==> config.mk <==
export PLATFORM = sky130hd
export DESIGN_NAME = out_uart_tx
export DESIGN_NICKNAME = d
export VERILOG_FILES = /design/src/rtl/out_uart_tx.sv
export SDC_FILE = /design/constraint.sdc
export NUM_CORES = 1
export LEC_CHECK = 0
export CAP_MARGIN = 20
export CORE_AREA = 2 2 107 109
export CTS_CLUSTER_SIZE = 30
export DETAILED_ROUTE_END_ITERATION = 10
export DIE_AREA = 0 0 109 111
export GPL_ROUTABILITY_DRIVEN = 1
export GPL_TIMING_DRIVEN = 0
export PLACE_DENSITY = 0.55
export RECOVER_POWER = 50
export SLEW_MARGIN = 40
export SYNTH_ARGS = -nofsm -noshare
export SYNTH_HDL_FRONTEND = slang
export SYNTH_SLANG_ARGS = --single-unit
==> constraint.sdc <==
create_clock -name i_clk -period 8.9 [get_ports i_clk]
set_clock_uncertainty 0.2 [all_clocks]
set_input_delay 1.78 -clock i_clk [delete_from_list [all_inputs] [get_ports i_clk]]
set_output_delay 1.78 -clock i_clk [all_outputs]
set_load 0.005 [all_outputs]
==> src/rtl/out_uart_tx.sv <==
// out_uart_tx: CPU output-register byte FIFO feeding an 8N1 UART transmitter.
// The line idles high. Each frame is sent LSB first: start bit, 8 data bits, stop bit.
// Optional macro OUT_UART_TX_HEX_EN: each byte is sent as two uppercase ASCII hex
// characters followed by a line feed (three back-to-back frames, one FIFO pop).
// When the macro is undefined, each byte is sent as a single raw frame.
module out_uart_tx #(
    parameter int CLKS_PER_BIT = 234,
    parameter int FIFO_DEPTH   = 4
) (
    input  logic       i_clk,
    input  logic       i_reset,
    input  logic [7:0] i_data,
    input  logic       i_valid,
    output logic       o_tx,
    output logic       o_busy,
    output logic       o_full,
    output logic       o_overflow
);

    localparam int               PTR_W   = $clog2(FIFO_DEPTH);
    localparam int               CNT_W   = $clog2(FIFO_DEPTH + 1);
    localparam logic [CNT_W-1:0] DEPTH_C = CNT_W'(FIFO_DEPTH);
    localparam logic [15:0]      BIT_TC  = 16'(CLKS_PER_BIT - 1);

    typedef enum logic [1:0] {
        IDLE,
        START,
        DATA,
        STOP
    } state_t;

    // Transmitter state
    state_t      state_q, state_d;
    logic [15:0] timer_q, timer_d;
    logic [2:0]  bit_q, bit_d;
    logic [7:0]  shift_q, shift_d;
    logic        tx_q, tx_d;
    logic        bit_tc;

    // FIFO state
    logic [7:0]       mem_q [FIFO_DEPTH];
    logic [PTR_W-1:0] wr_ptr_q, rd_ptr_q;
    logic [CNT_W-1:0] count_q;
    logic             overflow_q;
    logic             fifo_empty, fifo_full;
    logic             push, pop, drop;
    logic [7:0]       head;

    // Character sequencing: what to load on a pop, and whether the current
    // byte still has characters to send after the frame in flight.
    logic [7:0] first_char;
    logic       more_chars;
    logic [7:0] next_char;

`ifdef OUT_UART_TX_HEX_EN
    logic [7:0] byte_q, byte_d;  // byte being rendered as hex
    logic [1:0] hex_q, hex_d;    // characters still to send after the current frame

    function automatic logic [7:0] hex_char(input logic [3:0] nib);
        return (nib < 4'd10) ? (8'h30 + {4'h0, nib}) : (8'h37 + {4'h0, nib});
    endfunction

    assign first_char = hex_char(head[7:4]);
    assign more_chars = (hex_q != 2'd0);
    assign next_char  = (hex_q == 2'd2) ? hex_char(byte_q[3:0]) : 8'h0A;
`else
    assign first_char = head;
    assign more_chars = 1'b0;
    assign next_char  = 8'h00;
`endif

    assign fifo_empty = (count_q == '0);
    assign fifo_full  = (count_q == DEPTH_C);
    assign head       = mem_q[rd_ptr_q];
    assign bit_tc     = (timer_q == BIT_TC);

    // A full FIFO still accepts a byte when a pop frees a slot on the same edge.
    assign push = i_valid && (!fifo_full || pop);
    assign drop = i_valid && fifo_full && !pop;

    // Next-state, pop decision and line value for the transmitter FSM.
    always_comb begin
        // NOTE: every signal this block drives gets a default first, so no path through the case leaves one unassigned and no latch is inferred.
        state_d = state_q;
        timer_d = bit_tc ? 16'd0 : timer_q + 16'd1;
        bit_d   = bit_q;
        shift_d = shift_q;
        tx_d    = 1'b1;
        pop     = 1'b0;

        unique case (state_q)
            IDLE: begin
                timer_d = 16'd0;
                if (!fifo_empty) begin
                    pop     = 1'b1;
                    state_d = START;
                end
            end
            START: begin
                tx_d = 1'b0;
                if (bit_tc) begin
                    state_d = DATA;
                    bit_d   = 3'd0;
                end
            end
            DATA: begin
                tx_d = shift_q[0];
                if (bit_tc) begin
                    shift_d = {1'b0, shift_q[7:1]};
                    bit_d   = bit_q + 3'd1;
                    if (bit_q == 3'd7) begin
                        state_d = STOP;
                    end
                end
            end
            STOP: begin
                if (bit_tc) begin
                    if (more_chars) begin
                        state_d = START;
                        shift_d = next_char;
                    end else if (!fifo_empty) begin
                        pop     = 1'b1;
                        state_d = START;
                    end else begin
                        state_d = IDLE;
                    end
                end
            end
            default: state_d = IDLE;
        endcase

        // The popped byte is captured in the shift register, so later pushes cannot touch a frame in flight.
        if (pop) begin
            shift_d = first_char;
        end
    end

    // Transmitter registers; the line output is registered from the current state.
    always_ff @(posedge i_clk) begin
        if (i_reset) begin
            state_q <= IDLE;
            timer_q <= 16'd0;
            bit_q   <= 3'd0;
            shift_q <= 8'h00;
            tx_q    <= 1'b1;
        end else begin
            // NOTE: non-blocking assignments so every register samples pre-edge values regardless of statement order.
            state_q <= state_d;
            timer_q <= timer_d;
            bit_q   <= bit_d;
            shift_q <= shift_d;
            tx_q    <= tx_d;
        end
    end

`ifdef OUT_UART_TX_HEX_EN
    // Hex character sequencing: remember the popped byte and count the remaining characters.
    always_comb begin
        byte_d = byte_q;
        hex_d  = hex_q;
        if (pop) begin
            byte_d = head;
            hex_d  = 2'd2;
        end else if (state_q == STOP && bit_tc && more_chars) begin
            hex_d = hex_q - 2'd1;
        end
    end

    // Hex sequencing registers.
    always_ff @(posedge i_clk) begin
        if (i_reset) begin
            byte_q <= 8'h00;
            hex_q  <= 2'd0;
        end else begin
            byte_q <= byte_d;
            hex_q  <= hex_d;
        end
    end
`endif

    // FIFO pointers, occupancy and sticky overflow flag.
    always_ff @(posedge i_clk) begin
        if (i_reset) begin
            wr_ptr_q   <= '0;
            rd_ptr_q   <= '0;
            count_q    <= '0;
            overflow_q <= 1'b0;
        end else begin
            if (push) begin
                wr_ptr_q <= wr_ptr_q + PTR_W'(1);
            end
            if (pop) begin
                rd_ptr_q <= rd_ptr_q + PTR_W'(1);
            end
            if (push && !pop) begin
                count_q <= count_q + CNT_W'(1);
            end else if (pop && !push) begin
                count_q <= count_q - CNT_W'(1);
            end
            if (drop) begin
                overflow_q <= 1'b1;
            end
        end
    end

    // FIFO storage write port.
    always_ff @(posedge i_clk) begin
        // NOTE: the storage array has no reset; the pointers and count alone define which entries are valid.
        if (push && !i_reset) begin
            mem_q[wr_ptr_q] <= i_data;
        end
    end

    assign o_tx       = tx_q;
    assign o_busy     = !fifo_empty || (state_q != IDLE);
    assign o_full     = fifo_full;
    assign o_overflow = overflow_q;

endmodule

==> results_dict.tcl, run 1 <==
set metrics [dict create \
    criticalPathCategory "input port to flop" \
    ys_seq_area_share_pct 54.47 \
    rows 39 \
    worstMarginPinSlew_ps 688.1 \
    fp.dieH_um 111 \
    rsz0062_at_grt "false" \
    required_ps 8970 \
    drtIter0Drc 74 \
    ys_ff_latch 72 \
    vias_per_cell 4.577 \
    clock_path_buffers 2 \
    diodes 0 \
    p_clk_share_pct 32.7 \
    ios 15 \
    grt_max_degree 15 \
    clock_sinks 72 \
    post_synth_num_cell_types 48 \
    status "complete, no violations" \
    worstPathArrival_ps 4050 \
    avgSynthCellArea_um2 12.11 \
    num_vias 2014 \
    nFillCells 1083 \
    hold_class "flop to flop" \
    syn_nets 293 \
    p_leak_nw 1.279 \
    synthTopCellsByCount "dfxtp_1, edfxtp_1, nor2_1" \
    fin_crit_ps 3975 \
    post_cts_buffers 0 \
    place_hpwl_mm 4.049 \
    totalWireLength_mm 5.881 \
    endpoint_kind "flop" \
    io_buffers 14 \
    die_area_mm2 0.01210 \
    netlist_instances 267 \
    drive_gt1_share_pct 13.47 \
    drv_cap 0 \
    cts_max_level 3 \
    cts_tree "done" \
    syn_area_mm2 0.003234 \
    relSlewSlack_pct 54.12 \
    combPwrFrac_pct 28.9 \
    cts_made_buffers 9 \
    hold_viol 0 \
    core-area_mm2 0.01108 \
    final.period_utilization_pct 44.66 \
    syn_to_final_growth_pct 17.91 \
    clkTransAtPathRegs_ps 60 \
    fin_setup_tns_ps 0 \
    synth_warnings 0 \
    powerDensity_mw_per_mm2 282.2 \
    setup_viol 0 \
    die_w_um 109 \
    drc 0 \
    synth_flop_cell "dfxtp_1" \
    yosys-top-cells-area "edfxtp_1, dfxtp_1, mux4_2" \
    max-vdd-ir-drop_v 0.0001239 \
    synth.most_common_cell "dfxtp_1" \
    reg2reg_slack_ps 5510 \
    power_frac_seq_pct 38.3 \
    clk_latency_ps 340 \
    synthArstFlopShare_pct 0 \
    postRouteAntennaNets 0 \
    maxSlewViolCount 0 \
    antenna_found_initial 0 \
    timing.fmax_mhz 251.6 \
    gp_congestion 0.7675 \
    root_buffer "clkbuf_16" \
    grt_pass1_wl_mm 9.818 \
    first_global_vias 2091 \
    postCtsHoldBufs 0 \
    synth_edf_count 32 \
    switchingPower_w 0.0003430 \
    wl_per_cell_um 13.37 \
    start_util_pct 29.20 \
    fin_nets 318 \
    p_int_w 0.0007334 \
    cp_max_fo 3 \
    globalRouteTotalUtil_pct 10.77 \
    swShare_pct 31.86 \
    cts_resized 0 \
    synth_largest_area_cell "edfxtp_1" \
    grt_overflow 0 \
    dr.pass1.iters 6 \
    synth_top_area_share_pct 29.71 \
    crit_path_start_kind "input port" \
    holdWs_ps 266.4 \
]
==> worst max-delay path, cell delays in order <==
cell	delay, ps
clkdlybuf4s50_1	520
inv_1	100
nor3_1	170
a21oi_1	150
inv_1	100
ha_1	180
inv_1	60
fa_1	380
xor2_1	170
or3_1	300
a21oi_1	130
==> metal layers <==
layer  routed length [µm]  global-route usage, %  share of wire (%)
met4                  112                  5.897                1.9
met2                 2832                  16.77                 48
met5                    0                      0                  0
met1                 2718                  13.09                 46
met3                  217                  3.351                3.7
==> cells in the final DEF (no fill, tap or decap), types with 2 or more instances in the layout <==
| cell type | n |
|---|---|
| nor2_1 | 32 |
| xnor2_1 | 7 |
| mux4_2 | 8 |
| or3_1 | 5 |
| a211oi_1 | 6 |
| nor2b_1 | 3 |
| nand3b_1 | 3 |
| and3_1 | 2 |
| and2_1 | 6 |
| clkbuf_16 | 9 |
| clkinv_4 | 2 |
| edfxtp_1 | 32 |
| nor3_1 | 6 |
| clkdlybuf4s50_1 | 3 |
| o21ai_0 | 5 |
| mux2i_1 | 10 |
| nand3_1 | 7 |
| inv_1 | 11 |
| a211oi_2 | 2 |
| clkbuf_1 | 6 |
| xor2_1 | 6 |
| o31ai_1 | 2 |
| clkinvlp_4 | 2 |
| or4_1 | 2 |
| dlygate4sd3_1 | 11 |
| nand2b_1 | 2 |
| dfxtp_1 | 40 |
| nand4_1 | 4 |
| ha_1 | 14 |
| a21oi_1 | 13 |
| nand2_1 | 11 |
==> final timing paths <==
| kind | depth (start not counted) | start | endpoint |
|---|---|---|---|
| max reg2reg | 11 | timer_q[0]$_SDFF_PP0_ | count_q[2]$_SDFFE_PP0P_ |
| min reg2reg | 2 | bit_q[1]$_SDFFE_PP0P_ | bit_q[1]$_SDFFE_PP0P_ |
| min | 2 | bit_q[1]$_SDFFE_PP0P_ | bit_q[1]$_SDFFE_PP0P_ |
| max | 11 | i_valid | count_q[2]$_SDFFE_PP0P_ |
==> stage by stage <==
step | utilization, % | setup WS (ps) | instances | area (µm²) | power, W
finish | 34.43 | 4925 | 440 | 3814 | 0.001076
detailed placement | 32.08 | 4555 | 424 | 3553 | 0.0007504
global route | 34.43 | 4722 | 440 | 3814 | 0.001143
CTS | 34.71 | 4901 | 440 | 3845 | 0.001107
global placement | 32.08 | 4598 | 424 | 3553 | 0.0007443
floorplan | - | 5294 | 267 | 3234 | 0.0006705
==> final cells by class <==
class,instances,area [µm²],share of cell area [%]
sequential,72,1762,46.19
multi-input combinational,173,1330,34.88
inverter,11,41.29,1.083
timing repair buffer,14,140.1,3.675
clock buffer,10,239.0,6.266
tap,143,178.9,4.692
clock inverter,6,52.55,1.378
buffer,11,70.07,1.837
==> logic make-up after synthesis <==
group | synth area share, %
buffers and inverters | 3.481
XOR/XNOR | 3.520
multiplexers | 9.014
AND/OR/NAND/NOR | 15.24
flip-flops | 54.47
AO/OA/AOI/OAI | 8.240
adder cells (fa/ha/maj) | 6.035
==> power groups by stage <==
stage	Combinational, W	Clock, W	Sequential, W
CTS	0.000333	0.000361	0.000413
finish	0.000311	0.000352	0.000413
global route	0.000350	0.000375	0.000418
detailed placement	0.000330	0	0.000420
floorplan	0.000257	0	0.000413
global placement	0.000325	0	0.000419
==> registers in the layout, summed over array words and instances, names as in the netlist, named ones only <==
register    count
timer_q        16
rd_ptr_q        2
mem_q          32
wr_ptr_q        2
o_overflow      1
count_q         3
bit_q           3
state_q         2
o_tx            1
shift_q         8
Note: power is estimated with default switching activity, not from simulation.
==> run 2, diff against run 1 <==
--- a/config.mk
+++ b/config.mk
@@ -12,7 +12,7 @@
 export DIE_AREA = 0 0 109 111
 export GPL_ROUTABILITY_DRIVEN = 1
 export GPL_TIMING_DRIVEN = 0
-export PLACE_DENSITY = 0.55
+export PLACE_DENSITY = 0.57
 export RECOVER_POWER = 50
 export SLEW_MARGIN = 40
 export SYNTH_ARGS = -nofsm -noshare
==> constraint.sdc (replaced) <==
create_clock -name i_clk -period 3.2 [get_ports i_clk]
set_clock_uncertainty 0.2 [all_clocks]
set_input_delay 0.64 -clock i_clk [delete_from_list [all_inputs] [get_ports i_clk]]
set_output_delay 0.64 -clock i_clk [all_outputs]
set_load 0.005 [all_outputs]
==> run 2 against run 1 <==
Compared with the run above:
- cell count increased by 1.4%
- critical endpoint unchanged
- utilization increased by 0.67 points
- worst hold slack got worse by 27 ps
- highest routed layer unchanged
==> results_dict.tcl, run 2 (synthesis gave the netlist of run 1 again) <==
set metrics [dict create \
    cts_made_buffers 9 \
    drive_gt1_share_pct 18.48 \
    crit_path_start_kind "flop" \
    powerDensity_mw_per_mm2 792.6 \
    placed_area_mm2 0.003553 \
    clock_path_buffers 2 \
    status "complete, no violations" \
    reg_top3 "mem_q: 32 flops, timer_q: 16 flops, shift_q: 8 flops" \
    drtIter0Drc 57 \
    grt_overflow 0 \
    required_ps 3270 \
    cts_max_level 3 \
    postRouteAntennaNets 0 \
    fp.dieH_um 111 \
    place_hpwl_mm 4.008 \
    wl_per_cell_um 12.98 \
    rsz0062_at_grt "false" \
    largest-register "mem_q" \
    first_global_vias 2040 \
    cp_max_fo 10 \
    start_util_pct 29.20 \
    grt_pass1_wl_mm 9.542 \
    gp_congestion 0.7831 \
    dr.pass1.iters 4 \
    finalInstanceArea_mm2 0.003887 \
    crit_path_frequent_cell "inv_1" \
    final_common_cell "dfxtp_1" \
    fin_nets 324 \
    p_leak_nw 1.301 \
    endpoint_kind "flop" \
    worstPathArrival_ps 3120 \
    timing.fmax_mhz 327.4 \
    globalRouteTotalUtil_pct 10.39 \
    slowest_delay_ps 480 \
    relSlewSlack_pct 54.01 \
    root_buffer "clkbuf_16" \
    diodes 0 \
    io_buffers 14 \
    syn_to_final_growth_pct 20.19 \
    cts_tree "done" \
    final.period_utilization_pct 95.44 \
    layout_common_cells "dfxtp_1, nor2_1, edfxtp_1" \
    drc 0 \
    postCtsHoldBufs 0 \
    hold_viol 0 \
    die_area_mm2 0.01210 \
    largest_reg_flops 32 \
    ios 15 \
    die_w_um 109 \
    slowest_stage "or4b_4" \
    worstMarginPinSlew_ps 689.8 \
    clk_latency_ps 340 \
    grt_max_degree 16 \
    power.total_w 0.003081 \
    drv_cap 0 \
    path_cells "inv_1, ha_1, or4b_4, nor4_4, a21oi_2, buf_6, buf_12, ha_2, inv_1, fa_1, xor2_1, or3_1, a21oi_1" \
    antenna_found_initial 0 \
    maxSlewViolCount 0 \
    nFillCells 1109 \
    totalWireLength_mm 5.790 \
    rows 39 \
    num_vias 2039 \
    clock_sinks 72 \
    vias_per_cell 4.572 \
    clkTransAtPathRegs_ps 60 \
    criticalPathCategory "flop to flop" \
    hold_class "flop to flop" \
    setup_viol 0 \
    max-vdd-ir-drop_v 0.0002503 \
    fin_crit_ps 3054 \
    core-area_mm2 0.01108 \
]
==> run 2: cell count changes in the layout (fill, tap and decap cells not counted), moves of 2 or more <==
cell,before,now
a211oi_1,6,1
a211oi_2,2,7
buf_4,1,5
dfxtp_1,40,36
dfxtp_2,0,3
clkbuf_1,6,8
ha_1,14,12
ha_2,0,2
inv_6,1,3
==> run 2: what timing repair did <==
action	in CTS	in global routing
pin swaps	1	4
resized for setup	1	7
buffers inserted	1	5
endpoints found under the setup margin	2	1
==> run 2: worst paths after layout <==
| kind | startpoint | endpoint | slack [ps] | cells after the start |
|---|---|---|---|---|
| setup / recovery | timer_q[1]$_SDFF_PP0_ | count_q[2]$_SDFFE_PP0P_ | 150 | 13 |
| hold reg to reg | timer_q[0]$_SDFF_PP0_ | timer_q[0]$_SDFF_PP0_ | 240 | 1 |
| hold / removal | timer_q[0]$_SDFF_PP0_ | timer_q[0]$_SDFF_PP0_ | 240 | 1 |
| setup reg to reg | timer_q[1]$_SDFF_PP0_ | count_q[2]$_SDFFE_PP0P_ | 150 | 13 |
==> run 2: cell type report <==
type,instances,area (µm²),area share [%]
buffer,11,66.31,1.706
clock buffer,9,225.2,5.793
clock inverter,7,61.31,1.577
inverter,11,41.29,1.062
multi-input combinational,173,1364,35.08
sequential,72,1769,45.51
tap,143,178.9,4.603
timing repair buffer,20,181.4,4.667
==> run 2: layer usage <==
layer  track usage [%]  vias up  share of wire [%]  wire length [µm]
met2             16.81       20                 51              2958
li1                  -     1027                  -                 -
met1             12.19      983                 44              2562
met5                 0        -                  0                 0
met3             3.233        9                2.6               153
met4             5.385        0                2.0               116
==> run 2: power by group <==
part / internal (W) / switching [W] / leakage [nW]
clock: 0.000539 / 0.000415 / 0.135
combinational: 0.000484 / 0.000488 / 0.548
sequential: 0.00108 / 0.0000766 / 0.618
total: 0.00210 / 0.000979 / 1.30
==> run 2: stage by stage <==
| step | cells | util, % | TNS, ps | worst slack, ps | hold WS [ps] |
|---|---|---|---|---|---|
| 6_report | 446 | 35.10 | 0 | 146.0 | 239.3 |
| 3_5_place_dp | 424 | 32.08 | -265.2 | -203.4 | 248.9 |
| 3_3_place_gp | 424 | 32.08 | -202.2 | -164.3 | 248.9 |
| 4_1_cts | 441 | 34.76 | 0 | 11.89 | 256.6 |
| 2_1_floorplan | 267 | - | 0 | 117.1 | 235.6 |
| 5_1_grt | 446 | 35.10 | 0 | 4.310 | 259.4 |
==> run 2: critical path, delay by kind of cell, from the launching register on <==
kind / cells / cell delay (ps)
buf+inv: 4 / 410
compound gates: 2 / 260
fa+ha+maj: 3 / 480
simple gates: 3 / 1230
flops: 1 / 330
xor+xnor: 1 / 70
==> run 3, diff against run 2 <==
--- a/config.mk
+++ b/config.mk
@@ -6,14 +6,15 @@
 export NUM_CORES = 1
 export LEC_CHECK = 0
 export CAP_MARGIN = 20
-export CORE_AREA = 2 2 107 109
+export CORE_AREA = 2 2 117 119
 export CTS_CLUSTER_SIZE = 30
 export DETAILED_ROUTE_END_ITERATION = 10
-export DIE_AREA = 0 0 109 111
+export DIE_AREA = 0 0 119 121
 export GPL_ROUTABILITY_DRIVEN = 1
 export GPL_TIMING_DRIVEN = 0
-export PLACE_DENSITY = 0.57
-export RECOVER_POWER = 50
+export MAX_ROUTING_LAYER = met4
+export PLACE_DENSITY = 0.51
+export RECOVER_POWER = 25
 export SLEW_MARGIN = 40
 export SYNTH_ARGS = -nofsm -noshare
 export SYNTH_HDL_FRONTEND = slang
==> run 3 against run 2 <==
Compared with the run above:
- sequential share of layout area shrank 0.65 points
- count of clock-buffer cells in the layout is 1 higher
- cell area grew 1.4%
- via count shrank 0.25%
- global-route usage is 1.2 points lower
- fmax down 0.94%
- routed wire length up 1.5%
- combinational power barely moved
==> results_dict.tcl, run 3 (synthesis gave the netlist of run 1 again) <==
set metrics [dict create \
    criticalPathCategory "flop to flop" \
    hold_class "flop to flop" \
    grt_overflow 0 \
    max-vdd-ir-drop_v 0.0003064 \
    nFillCells 1339 \
    fin_crit_ps 3083 \
    rr_endpoint "count_q[2]$_SDFFE_PP0P_" \
    io_buffers 14 \
    reg2reg_depth 12 \
    drv_cap 0 \
    required_ps 3260 \
    reg_top3 "mem_q: 32 flops, timer_q: 16 flops, shift_q: 8 flops" \
    setup_viol 0 \
    clkTransAtPathRegs_ps 60 \
    postCtsHoldBufs 0 \
    largest_reg_flops 32 \
    relSlewSlack_pct 60.19 \
    root_buffer "clkbuf_16" \
    pre_cts_ws_ps -206.3 \
    powerDensity_mw_per_mm2 768.9 \
    worstSetupStartpoint "timer_q[1]$_SDFF_PP0_" \
    clk_latency_ps 330 \
    grt_max_degree 13 \
    worstPathArrival_ps 3140 \
    path_cells "inv_1, ha_1, or4b_4, nor4_4, a21oi_2, inv_2, ha_4, inv_2, fa_2, xor2_1, or3_1, a21oi_2" \
    die_area_mm2 0.01440 \
    timing.fmax_mhz 324.4 \
    largest-register "mem_q" \
    wl_per_cell_um 12.27 \
    final_common_cell "dfxtp_1" \
    setup_slack_ps 117.0 \
    globalRouteTotalUtil_pct 9.205 \
    totalWireLength_mm 5.879 \
    hold_viol 0 \
    slowest_stage "or4b_4" \
    rows 42 \
    drc 0 \
    drtIter0Drc 70 \
    num_vias 2034 \
    fp.dieH_um 121 \
    hold_end "timer_q[0]$_SDFF_PP0_" \
    clock_path_buffers 2 \
    drive_gt1_share_pct 22.11 \
    gp_congestion 0.7789 \
    dr.pass1.iters 4 \
    holdWs_ps 240.6 \
    final.period_utilization_pct 96.34 \
    maxSlewViolCount 0 \
    min_from "timer_q[0]$_SDFF_PP0_" \
    diodes 0 \
    fin_nets 324 \
    start_util_pct 24.72 \
    antenna_found_initial 0 \
    endpoint_kind "flop" \
    layout_common_cells "dfxtp_1, nor2_1, edfxtp_1" \
    crit_path_start_kind "flop" \
    place_hpwl_mm 4.213 \
    vias_per_cell 4.246 \
    first_global_vias 2039 \
    cts_made_buffers 9 \
    status "complete, no violations" \
    clock_sinks 72 \
    rsz0062_at_grt "true" \
    die_w_um 119 \
    p_leak_nw 1.304 \
    syn_to_final_growth_pct 21.93 \
    worstMarginPinSlew_ps 597.2 \
    core-area_mm2 0.01309 \
    reg2reg_slack_ps 120 \
    grt_pass1_wl_mm 9.873 \
    finish.utilization_pct 30.14 \
    r2r_start "timer_q[1]$_SDFF_PP0_" \
    cts_tree "done" \
    hold_depth 1 \
    slowest_delay_ps 480 \
    cts_max_level 3 \
    cp_max_fo 4 \
    postRouteAntennaNets 0 \
    ios 15 \
]
==> run 3: cell types whose count changed in the layout (fill, tap and decap cells not counted), moves of 3 or more <==
cell	change
and2_1	-4
and2_2	+4
clkbuf_1	-4
clkdlybuf4s50_1	+4
dlygate4sd3_1	-4
inv_6	-3
==> run 3: per-layer routing <==
layer  global-route usage [%]  share of wire, %  vias up  wire, µm
met2                    14.80                49       22      2889
li1                         -                 -     1020         -
met5                        -                 0        -         0
met1                    10.44                46      988      2708
met4                    3.795               1.3        0        75
met3                    3.336               3.5        4       206
==> run 3: where the power goes <==
group	total (W)	leakage [nW]	switching (W)	internal, W
clock network	0.000878	0.122	0.000359	0.000518
logic	0.00100	0.564	0.000501	0.000500
registers	0.00115	0.618	0.0000735	0.00108
==> run 3: how the worst max path moves through the flow <==
stage               slack [ps]                       to  cells after the start
detailed placement        -210  count_q[2]$_SDFFE_PP0P_                     11
global route               -10  count_q[2]$_SDFFE_PP0P_                     13
global placement          -170  count_q[2]$_SDFFE_PP0P_                     11
finish                     120  count_q[2]$_SDFFE_PP0P_                     12
floorplan                  120  count_q[2]$_SDFFE_PP0P_                     11
CTS                         30  count_q[2]$_SDFFE_PP0P_                     10
==> run 3: worst max-delay path, delay by kind of cell (launching register included) <==
family / cells / cell delay, ps
AO/OA/AOI/OAI: 2 / 270
XOR/XNOR: 1 / 150
adder cells (fa/ha/maj): 3 / 590
buffers and inverters: 3 / 180
flip-flops: 1 / 330
AND/OR/NAND/NOR: 3 / 1290
==> run 3: what timing repair did <==
item	in CTS	in global routing
buffers inserted	2	4
pin swaps	1	6
resized for setup	1	16
setup endpoints to repair	2	1
==> run 3: cell type report <==
class	instances	area [µm²]	area share, %
multi-input combinational	173	1390	35.25
clock inverter	6	36.28	0.9201
inverter	11	41.29	1.047
clock buffer	10	229.0	5.806
tap	176	220.2	5.584
buffer	11	72.57	1.840
timing repair buffer	20	185.2	4.695
sequential	72	1769	44.86
==> run 3: per-stage QoR <==
stage,TNS [ps],instance area (µm²),std cells,power [W]
5_1_grt,-11.02,3944,479,0.003255
6_report,0,3944,479,0.003032
3_5_place_dp,-298.1,3595,457,0.002095
3_3_place_gp,-206.4,3595,457,0.002070
2_1_floorplan,0,3234,267,0.001865
4_1_cts,0,3877,475,0.003010
==> patch 1 (flow settings as in run 2) <==
Set the parameter `FIFO_DEPTH` to 8 (it was 4).
--- a/src/rtl/out_uart_tx.sv
+++ b/src/rtl/out_uart_tx.sv
@@ -7,3 +7,3 @@
     parameter int CLKS_PER_BIT = 234,
-    parameter int FIFO_DEPTH   = 4
+    parameter int FIFO_DEPTH   = 8
 ) (
Formal check against the unedited RTL: not equivalent (a bounded check fails within 10 cycles, from zero or initial values and one cycle with i_reset high).
==> patch 1 against run 2 <==
  * Final cell count is 17% higher
  * Design area is 37% higher
  * Via count increased by 32%
  * Wire length is 47% higher
  * Worst setup slack improved by 0.032 ns
  * Area after synthesis rose by 42%
  * Non-clock buffer count up 9
  * Sequential cell count increased by 36
  * Total power increased by 21%
  * Die area stayed put
  * Worst hold slack gained 0.013 ns
  * Critical path type unchanged
==> patch 1: results (changes against run 2) <==
The violation count after the first detailed-routing iteration is 144 (was 57). The number of vias after detailed routing is 2699 (was 2039). The number of multi-input logic gates came out at 208 (was 173). The number of cell instances on the worst register-to-register path came to 15 (was 13).

The register cell area after layout came out at 2806 um^2 (was 1769 um^2). The maximum number of pins on one net before global-route repair came out at 18 (was 16). The routing usage on met3 was 0.03939 (was 0.03233).

The capture instance of the worst register-to-register path is count_q[3] (was count_q[2]). The initial antenna violation count is 0 (unchanged). The number of nets in the final layout is 402 (was 324). The met1 wire length came to 3879 um (was 2562 um). The final sequential cell count came out at 108 (was 72). The global placement routability congestion came out at 0.7798 (was 0.7831). The detailed-routed wire length on met3 came out at 285 um (was 153 um). Largest registers in the final layout: mem_q x64, timer_q x16, shift_q x8 (was mem_q x32, timer_q x16, shift_q x8).

The register share of total power came out at 0.449 (was 0.375). The fraction of area in multi-input gates came out at 0.3277 (was 0.3508). The switching power is 0.001113 W (was 0.0009787 W). The slowest library cell on the worst path is sky130_fd_sc_hd__dfxtp_2 (was sky130_fd_sc_hd__or4b_4). The first-pass GRT wire length is 14030 um (was 9542 um). The global routing met1 resource utilization came out at 0.2085 (was 0.1219).

The half-perimeter wire length of the detailed placement result is 6047 um (was 4008 um). The number of distinct library cells after synthesis is 47 (was 48). The met2 routing resource usage after global routing came out at 0.2439 (was 0.1681). The relative area of non-clock buffer cells in the final design came out at 0.05414 (was 0.06373). The highest ir drop seen on vdd came out at 0.0003845 V (was 0.0002503 V). The total nets after synthesis came to 367 (was 293). The total power density per cell area was 701.5 nW/um^2 (was 792.6 nW/um^2). The number of fill cells is 968 (was 1109). The total global routing track utilization is 0.1550 (was 0.1039). The number of non-clock inverters in the layout came out at 9 (was 11). The average cell area after synthesis came out at 13.44 um^2 (was 12.11 um^2). The highest fanout seen on the critical path came out at 7 (was 10). The non-clock buffer total of the final layout came out at 40 (was 31). The highest cell delay on the worst timing path is 0.35 ns (was 0.48 ns). The via count of the first global-routing pass is 2648 (was 2040).

The prevailing post-synth register cell is sky130_fd_sc_hd__edfxtp_1 (was sky130_fd_sc_hd__dfxtp_1). The met2 wirelength from detailed routing is 4219 um (was 2958 um). The worst relative slew slack is 0.5937 (was 0.5401). The number of enable-type register cells in the synthesized netlist is 64 (was 32).

The fraction of final layout cells sized beyond drive strength 1 was 0.1921 (was 0.1848). The leakage power summed over all cells is 1.777 nW (was 1.301 nW). Status: finished clean (unchanged). Synth cell count leaders: 64 x sky130_fd_sc_hd__edfxtp_1, 44 x sky130_fd_sc_hd__dfxtp_1, 33 x sky130_fd_sc_hd__nor2_1 (was 40 x sky130_fd_sc_hd__dfxtp_1, 32 x sky130_fd_sc_hd__edfxtp_1, 32 x sky130_fd_sc_hd__nor2_1).
[patch 1: per-stage QoR]
| step | worst slack [ns] | cells | hold WS, ns | total power [W] | setup TNS [ns] |
|---|---|---|---|---|---|
| after floorplan | 0.1785 | 341 | 0.2356 | 0.002403 | 0 |
| after global placement | -0.6390 | 498 | 0.2423 | 0.002633 | -20.81 |
| final | 0.1780 | 523 | 0.2519 | 0.003728 | 0 |
| after global routing | 0.005621 | 523 | 0.2756 | 0.003946 | 0 |
| after CTS | 0.002733 | 522 | 0.2700 | 0.003753 | 0 |
| after detailed placement | -0.1423 | 506 | 0.2608 | 0.002667 | -0.1423 |
[patch 1: kinds of logic (layout without fill, tap and decap cells)]
logic type      after synthesis  in the layout  share of synthesized area
flops                       108            108                     0.6115
compound gates               36             36                    0.05652
mux                          23             23                    0.09419
fa+ha+maj                    15             15                    0.04259
simple gates                116            116                     0.1338
buf+inv                      25             64                    0.02703
xor+xnor                     18             18                    0.03440
==> patch 2 (config.mk and constraints of run 2) <==
Made on the original files. Re-encode `state_t` (4 states) as Gray code, 2 bits wide.
--- a/src/rtl/out_uart_tx.sv
+++ b/src/rtl/out_uart_tx.sv
@@ -25,6 +25,6 @@
     typedef enum logic [1:0] {
-        IDLE,
-        START,
-        DATA,
-        STOP
+        IDLE  = 2'b00,
+        START = 2'b01,
+        DATA  = 2'b11,
+        STOP  = 2'b10
     } state_t;
Formal check against the unedited RTL: no difference found for any inputs over 10 cycles, from zero or initial values and one cycle with i_reset high; not proved beyond that.
==> patch 2 against run 2 <==
  * Area after synthesis shrank 0.97%
  * Global-route usage up 1.2 points
  * Clock power is 21% higher
  * Worst setup slack improved by 0.13 ns
  * Design area down 0.48%
  * Total power shrank 4.2%
  * Non-clock buffer count fell by 3
  * Wire length grew 11%
  * Core utilization decreased by 0.17 points
  * Sequential share of layout area about the same
  * Sequential cell count stayed put
  * Count of clock-buffer cells in the layout rose by 1
  * Critical path type unchanged
==> patch 2: results (changes against run 2) <==
Status: finished clean (unchanged). The first element of the critical path was timer_q[11] (was timer_q[1]). The number of cell instances on the worst register-to-register path is 9 (was 13). The sequential cell area share is 0.4554 (was 0.4551). The post-placement setup slack is 0.05902 ns (was -0.2034 ns). The internal power consumption came out at 0.002151 W (was 0.002103 W). The via count of the first global-routing pass came out at 2160 (was 2040). The relative area of non-clock buffer cells in the final design is 0.05175 (was 0.06373). The global routing met1 resource utilization is 0.1479 (was 0.1219).

The number of multi-input logic gates was 167 (was 173). The proportion of synthesized area in mux cells is 0.07734 (was 0.09014). The leakage power summed over all cells came out at 1.278 nW (was 1.301 nW). The share of the yosys chip area belonging to registers was 0.5500 (was 0.5447). The power consumed by the clock network came out at 0.00115 W (was 0.000953 W). The total power density per cell area was 763.1 nW/um^2 (was 792.6 nW/um^2). The initial antenna violation count came out at 0 (unchanged).

The average cell area after synthesis is 12.13 um^2 (was 12.11 um^2). The share of the synthesized area in compound gates (AO/OA/AOI/OAI) is 0.09336 (was 0.08240). The number of fill cells came out at 1082 (was 1109). The slowest library cell on the worst path is sky130_fd_sc_hd__nor4b_4 (was sky130_fd_sc_hd__or4b_4).

The maximum number of pins on one net before global-route repair came to 14 (was 16). The worst hold path stage count is 2 (was 1). The fraction of final layout cells sized beyond drive strength 1 was 0.1327 (was 0.1848).

The summed negative setup slack over all endpoints is 0 ns (unchanged). The number of distinct library cells after synthesis came out at 49 (was 48). The met1 wire length was 2964 um (was 2562 um).

Area contributors post-synth: sky130_fd_sc_hd__edfxtp_1 30%, sky130_fd_sc_hd__dfxtp_1 25%, sky130_fd_sc_hd__mux4_2 5.6% (unchanged). The xor/xnor share of the synthesized area came out at 0.03555 (was 0.03520). The post-detailed-placement cell area came out at 3512 um^2 (was 3553 um^2). The highest fanout seen on the critical path is 9 (was 10). The smallest hold slack came out at 0.2408 ns (was 0.2393 ns). The violation count after the first detailed-routing iteration was 138 (was 57). The final wirelength is 6411 um (was 5790 um). The number of nets in the final layout came out at 310 (was 324). The half-perimeter wire length of the detailed placement result is 4332 um (was 4008 um). Synth cell count leaders: 40 x sky130_fd_sc_hd__dfxtp_1, 32 x sky130_fd_sc_hd__edfxtp_1, 22 x sky130_fd_sc_hd__nor2_1 (was 40 x sky130_fd_sc_hd__dfxtp_1, 32 x sky130_fd_sc_hd__edfxtp_1, 32 x sky130_fd_sc_hd__nor2_1). The global placement routability congestion is 0.7716 (was 0.7831). The share of final layout cell area taken by clock buffers and inverters is 0.08894 (was 0.07370). The met2 routing resource usage after global routing is 0.1867 (was 0.1681). The netlist area before placement came to 3203 um^2 (was 3234 um^2).

The per-cell via count in the routed design came out at 4.950 (was 4.572). The detailed-routed wire length on met3 is 199 um (was 153 um). The arrival time of the worst setup path is 2.98 ns (was 3.12 ns). The highest ir drop seen on vdd came out at 0.0003656 V (was 0.0002503 V). The start point of the worst hold path is o_overflow (was timer_q[0]). The number of placed instances, taps included came out at 420 (was 424).
==> patch 2: cell count changes after synthesis, moves of 4 or more <==
cell,delta
sky130_fd_sc_hd__nor3_1,-5
sky130_fd_sc_hd__a211oi_2,-8
sky130_fd_sc_hd__mux2i_1,-7
sky130_fd_sc_hd__ha_1,-5
sky130_fd_sc_hd__clkbuf_1,+5
sky130_fd_sc_hd__and2_1,-4
sky130_fd_sc_hd__nor2_1,-10
sky130_fd_sc_hd__a31oi_1,+6
sky130_fd_sc_hd__o31ai_1,+14
sky130_fd_sc_hd__nand4_1,+8
==> patch 2: cells by family after synthesis <==
| group | Yosys count |
|---|---|
| multiplexers | 14 |
| XOR/XNOR | 13 |
| flip-flops | 72 |
| adder cells (fa/ha/maj) | 10 |
| AND/OR/NAND/NOR | 87 |
| buffers and inverters | 25 |
| AO/OA/AOI/OAI | 43 |
==> patch 2: timing repair <==
| action | in CTS | in global routing |
|---|---|---|
| setup buffers | 0 | 1 |
| resized for setup | 0 | 2 |
| endpoints found under the setup margin | 0 | 1 |
